$ cat src/rtl/m_decode_stage.sv
// m_decode_stage: registered IF->ID decode stage of an RV32I pipeline with a 2-entry skid buffer.
//   Ports: w_clk, w_rst_n (sync, active-low), w_flush (drop all entries);
//          in_valid/in_ready/in_ir/in_pc  upstream handshake and instruction;
//          out_valid/out_ready            downstream handshake;
//          out_ir/out_pc                  passthrough; out_rd/out_rs1/out_rs2 register indices;
//          out_imm                        sign-extended immediate; out_r..out_j one-hot format;
//          out_illegal                    illegal-encoding flag, active only with DECODE_ILLEGAL_EN defined.
module m_decode_stage #(
    parameter int PC_W = 32
) (
    input  logic            w_clk,
    input  logic            w_rst_n,
    input  logic            w_flush,
    input  logic            in_valid,
    output logic            in_ready,
    input  logic [31:0]     in_ir,
    input  logic [PC_W-1:0] in_pc,
    output logic            out_valid,
    input  logic            out_ready,
    output logic [31:0]     out_ir,
    output logic [PC_W-1:0] out_pc,
    output logic [4:0]      out_rd,
    output logic [4:0]      out_rs1,
    output logic [4:0]      out_rs2,
    output logic [31:0]     out_imm,
    output logic            out_r,
    output logic            out_i,
    output logic            out_s,
    output logic            out_b,
    output logic            out_u,
    output logic            out_j,
    output logic            out_illegal
);
    localparam int EW = 7 + 32 + PC_W + 32;

    typedef enum logic [1:0] {EMPTY, ONE, TWO} state_t;

    state_t         state, state_nx;
    logic [EW-1:0]  main_q, skid_q, dec;
    logic [4:0]     op;
    logic           t_r, t_i, t_s, t_b, t_u, t_j, illegal;
    logic [31:0]    imm;
    logic           acc, ret, ld_main_new, ld_main_skid, ld_skid;

    assign op  = in_ir[6:2];
    assign t_r = op == 5'b01100;
    assign t_s = op == 5'b01000;
    assign t_b = op == 5'b11000;
    assign t_u = op == 5'b00101 || op == 5'b01101;
    assign t_j = op == 5'b11011;
    assign t_i = ~(t_r | t_s | t_b | t_u | t_j);

    assign imm = t_i ? {{20{in_ir[31]}}, in_ir[31:20]} :
                 t_s ? {{20{in_ir[31]}}, in_ir[31:25], in_ir[11:7]} :
                 t_b ? {{19{in_ir[31]}}, in_ir[31], in_ir[7], in_ir[30:25], in_ir[11:8], 1'b0} :
                 t_u ? {in_ir[31:12], 12'b0} :
                 t_j ? {{11{in_ir[31]}}, in_ir[31], in_ir[19:12], in_ir[20], in_ir[30:21], 1'b0} :
                       32'd0;

`ifdef DECODE_ILLEGAL_EN
    assign illegal = in_ir[1:0] != 2'b11 ||
                     !(op inside {5'b01100, 5'b00100, 5'b00000, 5'b01000, 5'b11000, 5'b11001,
                                  5'b11011, 5'b00101, 5'b01101, 5'b11100, 5'b00011});
`else
    assign illegal = 1'b0;
`endif

    assign dec = {illegal, t_r, t_i, t_s, t_b, t_u, t_j, imm, in_pc, in_ir};

    // in_ready depends only on the state register, so out_ready never reaches in_ready combinationally.
    always_comb begin
        state_nx     = state;
        ld_main_new  = 1'b0;
        ld_main_skid = 1'b0;
        ld_skid      = 1'b0;
        in_ready     = state != TWO;
        out_valid    = state != EMPTY;
        acc          = in_valid & in_ready;
        ret          = out_valid & out_ready;
        case (state)
            EMPTY: if (acc) begin
                state_nx    = ONE;
                ld_main_new = 1'b1;
            end
            ONE: if (acc) begin
                state_nx    = ret ? ONE : TWO;
                ld_main_new = ret;
                ld_skid     = ~ret;
            end else if (ret) begin
                state_nx = EMPTY;
            end
            TWO: if (ret) begin
                state_nx     = ONE;
                ld_main_skid = 1'b1;
            end
            default: state_nx = EMPTY;
        endcase
        if (w_flush) begin
            state_nx     = EMPTY;
            ld_main_new  = 1'b0;
            ld_main_skid = 1'b0;
            ld_skid      = 1'b0;
        end
    end

    always_ff @(posedge w_clk)
        state <= !w_rst_n ? EMPTY : state_nx;

    always_ff @(posedge w_clk) begin
        if (!w_rst_n) begin
            main_q <= '0;
            skid_q <= '0;
        end else begin
            if (ld_main_new)
                main_q <= dec;
            else if (ld_main_skid)
                main_q <= skid_q;
            if (ld_skid)
                skid_q <= dec;
        end
    end

    assign {out_illegal, out_r, out_i, out_s, out_b, out_u, out_j, out_imm, out_pc, out_ir} = main_q;
    assign out_rd  = out_ir[11:7];
    assign out_rs1 = out_ir[19:15];
    assign out_rs2 = out_ir[24:20];
endmodule
$ cat config.mk
export PLATFORM = sky130hd
export DESIGN_NAME = m_decode_stage
export DESIGN_NICKNAME = d
export VERILOG_FILES = /design/src/rtl/m_decode_stage.sv
export SDC_FILE = /design/constraint.sdc
export NUM_CORES = 1
export LEC_CHECK = 0
export CAP_MARGIN = 40
export CORE_MARGIN = 5
export CORE_UTILIZATION = 29
export DETAILED_ROUTE_END_ITERATION = 12
export HOLD_SLACK_MARGIN = 0.1
export PLACE_DENSITY_LB_ADDON = 0.1
export SLEW_MARGIN = 20
export SYNTH_ARGS = -nofsm -noshare
export SYNTH_HDL_FRONTEND = slang
export SYNTH_SLANG_ARGS = --single-unit
$ cat constraint.sdc
create_clock -name w_clk -period 2.26 [get_ports w_clk]
set_input_delay 0.565 -clock w_clk [delete_from_list [all_inputs] [get_ports w_clk]]
set_output_delay 0.565 -clock w_clk [all_outputs]
set_load 0.005 [all_outputs]
==> qor.csv <==
stage,metric,value,unit
run_status,status,finished clean,
power_and_ir_drop,PD cells,736.7,mW/mm2
yosys,xor/xnor share of the synthesized area,0,%
global_route,largest net degree at the start of global routing,41,
run,max_cap viols,0,
routing,WL/cell,17.53,um
cts,Max clock buf depth,3,
global_route,gr usage total,16.51,%
timing,RSZ-0062 raised after global routing,no,
floorplanning,Die Area,0.03158,mm2
cts,post-CTS setup buffer count,0,
routing,drt drc,0,
routing,met2 WL,11.81,mm
timing,Finish-stage setup viols,0,
floorplanning,Core Area,0.02778,mm2
placement,post-DP HPWL,18.64,mm
floorplanning,initial core utilization,29.36,%
layout,share of layout cells above drive strength 1,12.66,%
yosys,"Distinct cells, synth",44,
yosys,largest family of logic cells by synthesized area,compound AO/OA/AOI/OAI gates,
yosys,Seq cells post-synth,206,
yosys,Synth Net Count,1020,
layout,fillers,2815,
floorplanning,I/O Pins,189,
floorplanning,die height,177.7,um
routing,vias post-DR,7475,
global_route,initial antenna violation count,2,
layout,# nets final,1214,
cts,hold_buf cts,0,
timing,Final Hold Fails,0,
cts,TritonCTS clock tree,built,
cts,worst skew pair latency,500,ps
timing,Tmin final,2179,ps
yosys,multiplexer area fraction after synthesis,4.831,%
global_route,total gr overflow,0,
routing,routed wl met3,1.542,mm
routing,DR pass1 iterations,4,
cts,H-tree levels,1,
cts,CTS root buffer,clkbuf_16,
placement,port buffer count,187,
worst_setup_path,Worst EP required,1690,ps
routing,M1 WL,13.04,mm
timing,Final Max Tran Viols,0,
timing,hold slack,452.6,ps
layout,ant diodes,0,
floorplanning,die width,177.7,um
routing,final WL,26.98,mm
routing,post-route ant nets,0,
cts,total CTS buffers,23,
worst_setup_path,critical path data arrival time,1610,ps
yosys,Synth Area in Simple Gates,14.74,%
floorplanning,Rows,61,
yosys,Ys Warns,0,
yosys,register area share after synthesis,50.55,%
yosys,Compound-Gate Fraction of Synth Area,23.80,%
layout,post-route cell area,0.01171,mm2
worst_hold_path,Hold Crit Class,flop to flop,
layout,"Core Util, Final",42.16,%
routing,vias per cell,4.857,
timing,fmax,0.4589,GHz
routing,Highest Signal Layer,met5,
yosys,Mapped Area,0.008158,mm2
yosys,average instance area after synthesis,8.578,um2
global_route,vias in the first global route,7071,
global_route,first-pass GRT wire length,41.72,mm
placement,Final GP Congestion,0.8020,
worst_setup_path,crit end category,output pin,
worst_setup_path,kind of critical path,flop to output pin,
yosys,area share of fa/ha/maj cells after synthesis,0,%
power_and_ir_drop,Max VDD drop,0.4038,mV
worst_setup_path,CP Max Fanout,8,
timing,period utilization,96.41,%
placement,Post-Place Cell Area,0.01093,mm2
worst_setup_path,CP Launch Type,flop,
layout,Reg area,0.004126,mm2
cts,Sink Count,206,
yosys,synthesized instance count,951,
timing,Layout Skew,11.75,ps
power_and_ir_drop,Leak,4.019,nW
cts,clk slew on worst S/H paths,60,ps
layout,Area Growth Syn to Fin,43.59,%
routing,1st-iter DRT viols,418,
layout,Multi-input gate area,0.003585,mm2
==> through the flow <==
stage / TNS [ps] / power (W) / worst slack, ps / std cells
after floorplan: 0 / 0.004234 / 458.0 / 951
after global placement: -11930 / 0.004855 / -160.3 / 1498
after detailed placement: -15080 / 0.004855 / -169.4 / 1498
after CTS: 0 / 0.008764 / 4.311 / 1539
after global routing: 0 / 0.008976 / 16.17 / 1539
final: 0 / 0.008629 / 81.03 / 1539
==> cells by family after synthesis <==
group,Yosys count
and+or+nand+nor,284
DFF,206
buffers and inverters,98
AOI/OAI and AO/OA,324
muxes,38
other,1
==> layer usage <==
| metal | track usage, % | vias to the layer above |
|---|---|---|
| li1 | - | 3720 |
| met1 | 24.12 | 3515 |
| met2 | 24.84 | 194 |
| met3 | 3.728 | 42 |
| met4 | 3.706 | 4 |
| met5 | 0 | - |
==> final cells by class <==
| class | instances | share of cell area, % |
|---|---|---|
| clock buffer | 30 | 5.480 |
| timing repair buffer | 266 | 23.39 |
| clock inverter | 11 | 1.186 |
| tap | 378 | 4.038 |
| multi-input combinational | 647 | 30.60 |
| inverter | 1 | 0.07477 |
| sequential | 206 | 35.23 |
==> path summary, 6_finish.rpt <==
path | from | cells after the start | to | slack, ps
worst max register to register | state[0]$_SDFFE_PP0P_ | 5 | main_q[75]$_SDFFE_PN0P_ | 580
worst max-delay path | state[1]$_SDFFE_PP0P_ | 2 | out_valid | 80
worst min-delay path | skid_q[3]$_SDFFE_PN0P_ | 2 | skid_q[3]$_SDFFE_PN0P_ | 450
worst min register to register | skid_q[3]$_SDFFE_PN0P_ | 2 | skid_q[3]$_SDFFE_PN0P_ | 450
==> registers in the layout, indices dropped and copies added, names as in the netlist <==
signal / cells
skid_q: 102
state: 2
main_q: 102
==> where the power goes <==
group	internal (W)	switching (W)
Combinational	0.000509	0.000436
Clock	0.00234	0.00152
Sequential	0.00375	0.0000719
==> worst max-delay path, stage by stage (launching register included) <==
cell and delay [ps]:
dfxtp_2 360, or2_2 300, clkdlybuf4s50_1 450
==> layout by cell type, fill, tap and decap left out, types with 15 or more instances in the layout <==
cell / n
a21oi_1: 167
nand3_1: 15
a31oi_1: 18
buf_4: 57
buf_12: 22
a22oi_1: 66
dfxtp_1: 204
mux2i_1: 27
clkbuf_16: 23
nand2_1: 239
o21ai_0: 38
clkdlybuf4s50_1: 187
==> synthesized netlist by cell type (all sizes together) <==
| cell | n | area [um2] |
|---|---|---|
| inv | 1 | 3.750 |
| mux2i | 27 | 270.3 |
| nor4bb | 1 | 10.01 |
| o21ai | 39 | 198.9 |
| a21oi | 168 | 844.6 |
| a221oi | 11 | 115.1 |
| mux2 | 11 | 123.9 |
| a32oi | 4 | 35.03 |
| a31oi | 18 | 112.6 |
| nor2 | 4 | 17.52 |
| or3b | 1 | 8.760 |
| clkbuf | 52 | 195.2 |
| nor3b | 2 | 31.28 |
| nor3 | 3 | 25.02 |
| a2111oi | 1 | 8.760 |
| a211oi | 9 | 67.56 |
| or2 | 2 | 12.51 |
| o21a | 1 | 7.510 |
| and3 | 4 | 25.02 |
| o311ai | 1 | 8.760 |
| nor4b | 1 | 23.77 |
| o31ai | 4 | 30.03 |
| nand2 | 240 | 900.9 |
| buf | 45 | 292.8 |
| nand2b | 5 | 31.28 |
| nand3 | 15 | 75.07 |
| nor2b | 4 | 25.02 |
| and2 | 1 | 6.260 |
| and4b | 1 | 10.01 |
| dfxtp | 206 | 4124 |
| conb | 1 | 3.750 |
| a22oi | 66 | 495.5 |
| o22a | 1 | 8.760 |
| a211o | 1 | 8.760 |
==> timing repair <==
| action | 4_1_cts | 5_1_grt |
|---|---|---|
| resized for setup | 1 | 1 |
| endpoints found under the setup margin | 1 | 1 |
| cloned | 0 | 0 |
Power figures use the tool's default switching activity.
